==> config.mk <==
export PLATFORM = sky130hd
export DESIGN_NAME = fme_arbiter
export DESIGN_NICKNAME = d
export VERILOG_FILES = /design/src/rtl/fme_arbiter_pkg.sv /design/src/rtl/fme_arbiter_rr_pick2.sv /design/src/rtl/fme_arbiter.sv
export SDC_FILE = /design/constraint.sdc
export NUM_CORES = 1
export LEC_CHECK = 0
export BUFFER_PORTS_ARGS = -buffer_cell sky130_fd_sc_hd__buf_4
export CAP_MARGIN = 20
export CELL_PAD_IN_SITES_DETAIL_PLACEMENT = 0
export CELL_PAD_IN_SITES_GLOBAL_PLACEMENT = 1
export CORE_MARGIN = 4
export CORE_UTILIZATION = 29
export CTS_CLUSTER_SIZE = 25
export DETAILED_ROUTE_END_ITERATION = 12
export PLACE_DENSITY_LB_ADDON = 0.1
export SYNTH_ARGS = -nofsm -noshare
export SYNTH_HDL_FRONTEND = slang
export SYNTH_SLANG_ARGS = --single-unit
==> constraint.sdc <==
create_clock -name clk -period 5.8 [get_ports clk]
set_clock_uncertainty 0.1 [all_clocks]
set_input_delay 0.87 -clock clk [delete_from_list [all_inputs] [get_ports clk]]
set_output_delay 0.87 -clock clk [all_outputs]
set_load 0.05 [all_outputs]
==> src/rtl/fme_arbiter_pkg.sv <==
// fme_arbiter_pkg
//   Shared definitions for the FastModExp arbiter: FSM state encodings,
//   default datapath width and requester port indices.
//   No ports; imported by fme_arbiter and rr_pick2.
package fme_arbiter_pkg;

   localparam int RSA_W = 32;

   // Port indices double as the owner / last-grant encoding.
   localparam logic PORT_ENC = 1'b0;
   localparam logic PORT_DEC = 1'b1;

   typedef enum logic [1:0] {
      S_IDLE    = 2'd0,
      S_LAUNCH  = 2'd1,
      S_WAIT    = 2'd2,
      S_DELIVER = 2'd3
   } state_t;

endpackage

==> src/rtl/fme_arbiter_rr_pick2.sv <==
// rr_pick2
//   Combinational two-way round-robin chooser.
//   Ports:
//     req0, req1 : request levels
//     last       : port granted most recently (loses a tie)
//     owner      : chosen port index (meaningful only when valid)
//     valid      : at least one request present
module rr_pick2
   import fme_arbiter_pkg::*;
(
   input  logic req0,
   input  logic req1,
   input  logic last,
   output logic owner,
   output logic valid
);

   // Tie goes to the port that was not served last; otherwise the lone requester.
   always_comb begin
      valid = req0 | req1;
      if (req0 && req1) begin
         owner = ~last;
      end else if (req1) begin
         owner = PORT_DEC;
      end else begin
         owner = PORT_ENC;
      end
   end

endmodule

==> src/rtl/fme_arbiter.sv <==
// fme_arbiter
//   Shares one FastModExp core between the encryption port (0) and the
//   decryption port (1). Round-robin grant, operand latch, start/done
//   sequencing, result returned only to the owning port.
//   Optional build macro: FME_TIMEOUT_EN enables a WAIT-state watchdog that
//   aborts after TIMEOUT_CYCLES cycles, delivering result 0 with a timeout pulse.
//   Ports:
//     clk, rst                    : clock, asynchronous active-high reset
//     req0/1, base0/1, exp0/1,
//     mod0/1                      : requester level request and operands
//     gnt0/1                      : 1-cycle pulse, operands captured
//     done0/1, res0/1             : 1-cycle completion pulse, held result
//     fme_start, fme_base,
//     fme_exponent, fme_modulo    : core launch pulse and latched operands
//     fme_result, fme_done        : core result and completion tick
//     busy                        : high outside IDLE
//     timeout                     : watchdog abort pulse (0 without macro)
module fme_arbiter
   import fme_arbiter_pkg::*;
#(
   parameter int W              = RSA_W,
   parameter int TIMEOUT_CYCLES = 8192
) (
   input  logic         clk,
   input  logic         rst,
   input  logic         req0,
   input  logic         req1,
   input  logic [W-1:0] base0,
   input  logic [W-1:0] base1,
   input  logic [W-1:0] exp0,
   input  logic [W-1:0] exp1,
   input  logic [W-1:0] mod0,
   input  logic [W-1:0] mod1,
   output logic         gnt0,
   output logic         gnt1,
   output logic         done0,
   output logic         done1,
   output logic [W-1:0] res0,
   output logic [W-1:0] res1,
   output logic         fme_start,
   output logic [W-1:0] fme_base,
   output logic [W-1:0] fme_exponent,
   output logic [W-1:0] fme_modulo,
   input  logic [W-1:0] fme_result,
   input  logic         fme_done,
   output logic         busy,
   output logic         timeout
);

   state_t state;
   state_t next_state;
   logic   last_gnt;     // also the current owner once a grant has been made
   logic   pick_owner;
   logic   pick_valid;
   logic   wd_expire;
   logic   gnt0_nxt, gnt1_nxt, done0_nxt, done1_nxt, start_nxt, busy_nxt;

   rr_pick2 u_pick (
      .req0  (req0),
      .req1  (req1),
      .last  (last_gnt),
      .owner (pick_owner),
      .valid (pick_valid)
   );

   // State register.
   always_ff @(posedge clk or posedge rst) begin
      if (rst) begin
         state <= S_IDLE;
      end else begin
         state <= next_state;
      end
   end

   // Next-state logic; fme_done is only honoured in WAIT.
   always_comb begin
      next_state = state;
      case (state)
         S_IDLE: begin
            if (pick_valid) begin
               next_state = S_LAUNCH;
            end else begin
               next_state = S_IDLE;
            end
         end
         S_LAUNCH:  next_state = S_WAIT;
         S_WAIT: begin
            if (fme_done || wd_expire) begin
               next_state = S_DELIVER;
            end else begin
               next_state = S_WAIT;
            end
         end
         S_DELIVER: next_state = S_IDLE;
         default:   next_state = S_IDLE;
      endcase
   end

   // Output decode from the next state so the pulses come straight off flops.
   // Entering LAUNCH only happens from IDLE, where pick_owner is the new owner;
   // entering DELIVER happens after the grant, where last_gnt holds the owner.
   always_comb begin
      gnt0_nxt  = 1'b0;
      gnt1_nxt  = 1'b0;
      done0_nxt = 1'b0;
      done1_nxt = 1'b0;
      start_nxt = 1'b0;
      busy_nxt  = (next_state != S_IDLE);
      if (next_state == S_LAUNCH) begin
         start_nxt = 1'b1;
         if (pick_owner == PORT_ENC) begin
            gnt0_nxt = 1'b1;
         end else begin
            gnt1_nxt = 1'b1;
         end
      end else if (next_state == S_DELIVER) begin
         if (last_gnt == PORT_ENC) begin
            done0_nxt = 1'b1;
         end else begin
            done1_nxt = 1'b1;
         end
      end else begin
         start_nxt = 1'b0;
      end
   end

   // Registered handshake outputs.
   always_ff @(posedge clk or posedge rst) begin
      if (rst) begin
         gnt0      <= 1'b0;
         gnt1      <= 1'b0;
         done0     <= 1'b0;
         done1     <= 1'b0;
         fme_start <= 1'b0;
         busy      <= 1'b0;
      end else begin
         gnt0      <= gnt0_nxt;
         gnt1      <= gnt1_nxt;
         done0     <= done0_nxt;
         done1     <= done1_nxt;
         fme_start <= start_nxt;
         busy      <= busy_nxt;
      end
   end

   // Operand bank, round-robin history and per-port result registers.
   always_ff @(posedge clk or posedge rst) begin
      if (rst) begin
         last_gnt     <= PORT_DEC;
         fme_base     <= {W{1'b0}};
         fme_exponent <= {W{1'b0}};
         fme_modulo   <= {W{1'b0}};
         res0         <= {W{1'b0}};
         res1         <= {W{1'b0}};
      end else begin
         if ((state == S_IDLE) && pick_valid) begin
            last_gnt     <= pick_owner;
            fme_base     <= (pick_owner == PORT_ENC) ? base0 : base1;
            fme_exponent <= (pick_owner == PORT_ENC) ? exp0  : exp1;
            fme_modulo   <= (pick_owner == PORT_ENC) ? mod0  : mod1;
         end
         if ((state == S_WAIT) && fme_done) begin
            if (last_gnt == PORT_ENC) begin
               res0 <= fme_result;
            end else begin
               res1 <= fme_result;
            end
         end else if (wd_expire) begin
            if (last_gnt == PORT_ENC) begin
               res0 <= {W{1'b0}};
            end else begin
               res1 <= {W{1'b0}};
            end
         end
      end
   end

`ifdef FME_TIMEOUT_EN
   localparam int             CW      = $clog2(TIMEOUT_CYCLES + 1);
   localparam logic [CW-1:0]  WD_LAST = CW'(TIMEOUT_CYCLES - 1);

   logic [CW-1:0] wd_cnt;

   // wd_cnt holds the number of WAIT cycles already completed, so the
   // TIMEOUT_CYCLES-th WAIT cycle is the one that sees WD_LAST.
   assign wd_expire = (state == S_WAIT) && (wd_cnt == WD_LAST) && !fme_done;

   // Watchdog counter: cleared at launch, advancing once per WAIT cycle.
   always_ff @(posedge clk or posedge rst) begin
      if (rst) begin
         wd_cnt <= {CW{1'b0}};
      end else if (state == S_LAUNCH) begin
         wd_cnt <= {CW{1'b0}};
      end else if (state == S_WAIT) begin
         wd_cnt <= wd_cnt + CW'(1);
      end
   end

   // Timeout pulse lines up with the DELIVER cycle of an aborted operation.
   always_ff @(posedge clk or posedge rst) begin
      if (rst) begin
         timeout <= 1'b0;
      end else begin
         timeout <= wd_expire;
      end
   end
`else
   assign wd_expire = 1'b0;
   assign timeout   = 1'b0;
`endif

endmodule

==> reports/metrics.yaml, run 1 <==
status: "complete, no violations"
antenna_cells: 0
vias_per_cell: 4.46
drc: 0
via_count: 6239
final_cell_area_um2: 11000
seq_area_frac_synth_pct: 58.3
hold_viol: 0
syn_to_final_growth_pct: 51.9
required_ps: 6050
clock_tree.root_cell: "clkbuf_16"
gr-total-overflow: 0
crit_type: "flop to flop"
die_width_um: 166
final_max_slew_viol_count: 0
wl_per_cell_um: 17.8
die_area_um2: 27600
grt_pass1_wl_um: 37600
cp_slowest_cell: "o21a_4"
fin_crit_ps: 2460
core_um2: 24500
synth_cell_types: 26
netlist_area_um2: 7250
drtAntennaViolNets: 0
io_pins: 396
clk_latency_ps: 420
cts_buffers: 17
rows: 57
tightest_slew_ps: 842
final_common_cell: "buf_4"
routed_wl_um: 24900
grt_pass1_vias: 6368
cts_htree_levels: 4
relSlewSlack_pct: 43.9
maxCapViolCount: 0
start_kind: "flop"
antenna_found_initial: 0
setup_slack_ps: 3340
postCtsSetupBuffers: 0
synthCells: 692
yosysTopAreaCell: "dfrtp_1"
fin_crit_sh_pct: 42.3
setup_viol: 0
max_freq_mhz: 407
ff_latch_area_um2: 4230
setup_tns_ps: 0
synth_flop_cell: "dfrtp_1"
ys_async_sr_fraction_pct: 100
die_y_um: 166
cts.clk_slew.worst_paths_ps: 60
worstPathArrival_ps: 2700
multiInputGateArea_um2: 2680
synth_edf_count: 0
place_ws_ps: 2990
cts_resized: 0
holdBufCountCts: 0
cp_max_fo: 84
synth.area.top_cells: "dfrtp_1 58%, nand2_1 10%, a31oi_1 8.4%, mux2_4 6.2%, mux2_2 5.3%"
cts_num_sinks: 169
dpl.hpwl_um: 18400
place_area_um2: 10400
ir_drop_mv: 0.354
nNetsFinal: 1294
rsz0062_at_grt: "no"
fill_cells: 2422
cellLeakagePower_nw: 5.42
critPathMaxStageDelay_ps: 700
drive_gt1_share_pct: 46.9
ys_seq_elements: 169
synth_top_area_share_pct: 58.0
p_per_area_nw_per_um2: 710
syn_nets: 924
cp-end-kind: "flop"
portBuffers: 394
syn_area_per_cell_um2: 10.5
cts_tree: "done"
gp_congestion: 0.758
drt_iter0_drc: 424
hold_path.class: "flop to flop"
finalCoreUtilization_pct: 45.1
critical_path.cell_chain: "inv_1, ha_1, o21a_4, buf_4, nor2_1, a31oi_1"
grt_start_max_net_pins: 88
clock_path_buffers: 2
path_buf_inv: 2
cp_top_family: "compound AO/OA/AOI/OAI gates"
yosys_warnings: 0
most-common-layout-cells: "399 x buf_4, 193 x nand2_1, 168 x dfrtp_1"
grt_usage_pct: 17.5
start_util_pct: 29.7
drtPass1Iterations: 5
[path summary, 6_finish.rpt]
path                          start      endpoint  slack [ps]  cells past startpoint
max                        state[0]  fme_base[27]        3340                      6
min                        res1[18]      res1[18]         410                      1
max reg2reg                state[0]  fme_base[27]        3340                      6
min reg2reg                res1[18]      res1[18]         410                      1
max in group asynchronous       rst      last_gnt        4190                      3
min in group asynchronous       rst       res1[4]         440                      2
[synthesized netlist by cell type (2+ instances only)]
master / n
dfrtp_1: 168
o21a_1: 2
buf_2: 28
clkbuf_1: 8
mux2_4: 30
mux2_2: 34
inv_1: 4
nand2_1: 193
nor3_1: 2
a31oi_1: 97
ha_1: 3
buf_6: 6
nor2_1: 97
buf_4: 6
buf_12: 3
[final cells by class]
class,count,area share (%)
flip-flops and latches,169,38.4
clock inverters,13,1.62
multi-input cells,468,24.3
repair buffers,402,27.8
clock buffers,19,4.02
inverters,4,0.182
well taps,324,3.68
[worst register-to-register path, cell delays in order (launching register included)]
cell and delay [ps]:
dfrtp_1 360, inv_1 100, ha_1 230, o21a_4 700
buf_4 630, nor2_1 120, a31oi_1 150
[flip-flops by register name, summed over array words and instances (netlist names), 2 cells and up]
name          flops
fme_base         32
fme_exponent     32
fme_modulo       32
res0             32
res1             32
state             2
[metal layers]
metal,vias up,part of all wire [%],track usage (%)
li1,3060,-,-
met1,2899,39,19.8
met2,255,50,29.9
met3,25,9.5,7.81
met4,0,1.8,4.88
met5,-,0,0
[report_power, final]
part	switching, W	internal [W]	total [W]
Sequential	0.000321	0.00178	0.00210
Combinational	0.00307	0.00143	0.00450
Clock	0.000515	0.000702	0.00122
[stage by stage]
step | total power (W) | instances | hold slack [ps]
detailed placement | 0.00669 | 1367 | 394
global route | 0.00826 | 1399 | 415
global placement | 0.00666 | 1366 | 389
finish | 0.00782 | 1399 | 406
CTS | 0.00792 | 1399 | 408
floorplan | 0.00527 | 692 | 521
[cell families (layout without fill, tap and decap cells)]
kind of cell,after synthesis,in the layout,share of synthesized area (%)
multiplexers,64,64,11.5
flip-flops,169,169,58.3
AND/OR/NAND/NOR,297,297,15.6
adder cells (fa/ha/maj),3,3,0.517
other,1,1,0.0517
AO/OA/AOI/OAI,103,103,9.11
buffers and inverters,55,438,4.93
No activity file was read; power rests on OpenSTA's default activity.
==> inputs of run 2 (changes only) <==
Clock period 5.8 ns to 2.2 ns, I/O delays scaled along.
==> reports/metrics.yaml, run 2 (synthesis results as in run 1) <==
wl_per_cell_um: 18.0
cts_htree_levels: 4
gr-total-overflow: 0
routed_wl_um: 25200
drc: 0
maxCapViolCount: 0
cp_slowest_cell: "or2_2"
hold_depth: 2
r2r_cells: 6
antenna_found_initial: 0
final_cell_area_um2: 11100
min_from: "req0"
hold_viol: 0
place_area_um2: 10500
critical_path.cell_chain: "inv_1, ha_1, nand2_1, or2_2, buf_12, mux2_4"
dp.cells: 1371
status: "complete, no violations"
clk_latency_ps: 410
die_area_um2: 27600
grt_pass1_vias: 6433
gp_congestion: 0.769
cellLeakagePower_nw: 5.45
crit_type: "flop to flop"
clock_path_buffers: 2
via_count: 6282
dpl.hpwl_um: 18500
cts_num_sinks: 169
drtAntennaViolNets: 0
fin_crit_ps: 1870
r2r-start: "state[0]"
drtPass1Iterations: 4
portBuffers: 394
cp-end-kind: "flop"
cts_tree: "done"
fill_cells: 2417
drive_gt1_share_pct: 47.2
fin_crit_sh_pct: 84.9
cts.clk_slew.worst_paths_ps: 70
required_ps: 2400
cp_max_fo: 22
relSlewSlack_pct: 66.5
antenna_cells: 0
nNetsFinal: 1299
most-common-layout-cells: "396 x buf_4, 193 x nand2_1, 168 x dfrtp_1"
reg2reg_slack_ps: 330
finalCoreUtilization_pct: 45.4
p_per_area_nw_per_um2: 1850
rows: 57
cts_buffers: 17
io_pins: 396
vias_per_cell: 4.47
stdcell_count: 1404
clock_tree.root_cell: "clkbuf_16"
cts_resized: 0
drt_iter0_drc: 346
setup_viol: 0
syn_to_final_growth_pct: 53.1
final_max_slew_viol_count: 0
ir_drop_mv: 1.03
die_width_um: 166
start_kind: "flop"
setup_tns_ps: 0
worstPathArrival_ps: 2070
max_freq_mhz: 535
die_y_um: 166
crit_start: "state[0]"
hold_path.class: "input port to flop"
grt_start_max_net_pins: 101
core_um2: 24500
rsz0062_at_grt: "no"
critPathMaxStageDelay_ps: 410
tightest_slew_ps: 503
start_util_pct: 29.7
grt_pass1_wl_um: 38400
grt_usage_pct: 17.6
final_common_cell: "buf_4"
-- run 2: cell types whose count changed in the layout (fill, tap and decap cells not counted), sizes merged --
cell,previous run,this run
inv,10,9
clkinv,1,7
buf,402,406
bufinv,3,0
clkbuf,19,17
dlygate4sd3,0,1
-- run 2: power by group --
group / switching, W / total (W) / internal (W)
Clock: 0.00147 / 0.00299 / 0.00152
Sequential: 0.000880 / 0.00558 / 0.00470
Combinational: 0.00812 / 0.0120 / 0.00387
Total: 0.0105 / 0.0206 / 0.0101
-- run 2: path summary, 6_finish.rpt --
check	endpoint
max in group asynchronous	last_gnt
worst min register to register	res1[27]
worst max register to register	res0[1]
min in group asynchronous	fme_base[19]
worst min-delay path	last_gnt
worst max-delay path	res0[1]
-- run 2: worst max-delay path: cells and delay by family, from the launching register on --
kind                     cells  cell delay (ps)
flip-flops                   1              360
buffers and inverters        2              330
AND/OR/NAND/NOR              2              480
adder cells (fa/ha/maj)      1              190
multiplexers                 1              300
-- run 2: routing by layer --
metal / vias up / global-route usage (%) / routed length (µm)
li1: 3078 / - / -
met3: 23 / 7.02 / 2420
met4: 0 / 5.09 / 436
met5: - / 0 / 0
met2: 261 / 29.2 / 12000
met1: 2920 / 21.4 / 10400
-- run 2: cell type report --
| class | count | area (µm²) | area share (%) |
|---|---|---|---|
| Clock inverter | 15 | 160 | 1.44 |
| Multi-Input combinational cell | 468 | 2690 | 24.2 |
| Tap cell | 324 | 405 | 3.65 |
| Sequential cell | 169 | 4230 | 38.1 |
| Timing Repair Buffer | 407 | 3180 | 28.7 |
| Inverter | 4 | 18.8 | 0.169 |
| Clock buffer | 17 | 425 | 3.83 |
-- run 2: repair_timing --
| action | in CTS | in global routing |
|---|---|---|
| setup endpoints to repair | 0 | 0 |
| endpoints found under the hold margin | 48 | 0 |
| hold buffers | 1 | 0 |
| buffers inserted | 0 | 0 |
-- run 2: through the flow --
step,power (W),hold WS (ps),setup WS [ps]
finish,0.0206,33.3,332
global route,0.0217,17.0,254
floorplan,0.0139,293,-384
global placement,0.0177,389,335
CTS,0.0209,3.52,319
detailed placement,0.0178,394,317
==> inputs of run 3 (changes only) <==
Clock period 2.2 ns to 1.7 ns, I/O delays scaled along.
==> reports/metrics.yaml, run 3 (synthesis results as in run 1) <==
antenna_found_initial: 0
routed_wl_um: 29000
cts_buffers: 17
final_max_slew_viol_count: 0
multiInputGateArea_um2: 2720
gr-total-overflow: 0
drc: 0
wl_per_cell_um: 17.5
core_um2: 24500
p_per_area_nw_per_um2: 2060
p_switching_w: 0.0142
place_area_um2: 10800
dp.cells: 1389
max_freq_mhz: 607
start_kind: "flop"
min_from: "req1"
portBuffers: 394
required_ps: 1910
grt_start_max_net_pins: 72
stdcell_count: 1658
crit_type: "flop to flop"
grt_usage_pct: 19.4
drtAntennaViolNets: 0
antenna_cells: 0
grt_pass1_vias: 7813
maxCapViolCount: 0
fin_crit_ps: 1650
internal-power_w: 0.0147
io_pins: 396
setup_viol: 0
drive_gt1_share_pct: 41.0
dpl.hpwl_um: 18900
grt_pass1_wl_um: 43100
cp-end-kind: "flop"
clock_tree.root_cell: "clkbuf_16"
gp_congestion: 0.809
holdWs_ps: 40.0
ir_drop_mv: 1.34
finalCoreUtilization_pct: 57.4
final_cell_area_um2: 14000
via_count: 7488
nNetsFinal: 1553
syn_to_final_growth_pct: 93.4
clk_latency_ps: 420
rows: 57
hold_path.class: "input port to flop"
power.total_w: 0.0289
die_width_um: 166
die_y_um: 166
fin_crit_sh_pct: 96.9
drt_iter0_drc: 371
pwr-share-seq_pct: 25.0
crit_start: "state[0]"
pwr-share-comb_pct: 60.5
cts.clk_slew.worst_paths_ps: 70
status: "complete, no violations"
start_util_pct: 29.7
most-common-layout-cells: "404 x buf_4, 222 x dlygate4sd3_1, 192 x nand2_1"
clkPwrFrac_pct: 14.4
drtPass1Iterations: 4
die_area_um2: 27600
worstPathArrival_ps: 1860
fill_cells: 2108
cellLeakagePower_nw: 6.71
vias_per_cell: 4.52
cts_tree: "done"
r2r-start: "state[0]"
final_common_cell: "buf_4"
clock_path_buffers: 2
cts_htree_levels: 4
cp_max_fo: 8
hold_viol: 0
cts_num_sinks: 169
ff_latch_area_um2: 4230
p_sw_share_pct: 49.0
run 3: changes by cell type in the layout (fill, tap and decap cells not counted), moves of 2 or more:
| cell | previous run | this run |
|---|---|---|
| buf_4 | 396 | 404 |
| dlygate4sd3_1 | 1 | 222 |
| buf_16 | 0 | 4 |
| bufinv_16 | 0 | 2 |
| buf_12 | 10 | 20 |
| ha_4 | 0 | 2 |
| clkinvlp_4 | 3 | 1 |
| clkbuf_16 | 17 | 27 |
| ha_1 | 3 | 1 |
run 3: final timing paths:
kind	to	slack (ps)	depth (start not counted)
setup / recovery	res0[3]	50	6
hold / removal	last_gnt	40	3
max in group asynchronous	last_gnt	610	4
hold reg to reg	res1[8]	410	1
setup reg to reg	res0[3]	50	6
min in group asynchronous	res0[27]	470	4
run 3: what timing repair did:
item | CTS | global route
gates resized for setup | 2 | 11
pin swaps | 0 | 3
buffers inserted | 0 | 4
setup endpoints to repair | 30 | 73
hold endpoints to repair | 329 | 0
gates cloned | 1 | 10
hold buffers | 222 | 0
run 3: through the flow:
stage	TNS [ps]	setup WS (ps)
2_1_floorplan	-136180	-809
3_3_place_gp	0	7.73
3_5_place_dp	-173	-13.1
4_1_cts	0	34.7
5_1_grt	-2.24	-1.67
6_report	0	52.3
run 3: critical path, stage by stage, from the launching register on:
cell       delay, ps
dfrtp_1          370
inv_2             70
ha_4             130
nand2_2           50
or2_4            310
clkbuf_16        200
mux2_4           300
run 3: final cells by class:
cell class | count | area share [%]
Inverter | 4 | 0.134
Timing Repair Buffer | 661 | 43.0
Tap cell | 324 | 2.89
Clock inverter | 15 | 1.46
Clock buffer | 17 | 3.03
Multi-Input combinational cell | 468 | 19.4
Sequential cell | 169 | 30.1
run 3: power by group through the flow:
stage                     Sequential (W)  Combinational [W]  Clock [W]
after floorplan                   0.0140            0.00392          0
after CTS                        0.00721             0.0168    0.00431
final                            0.00723             0.0175    0.00417
after detailed placement         0.00726             0.0163          0
after global routing             0.00748             0.0183    0.00447
after global placement           0.00719             0.0163          0
run 3: metal layers:
| metal | global-route usage, % | wire length (µm) | vias up |
|---|---|---|---|
| li1 | - | - | 3584 |
| met1 | 23.6 | 11900 | 3560 |
| met2 | 32.7 | 14400 | 306 |
| met3 | 6.71 | 2160 | 38 |
| met4 | 5.70 | 605 | 0 |
| met5 | 0 | 0 | - |
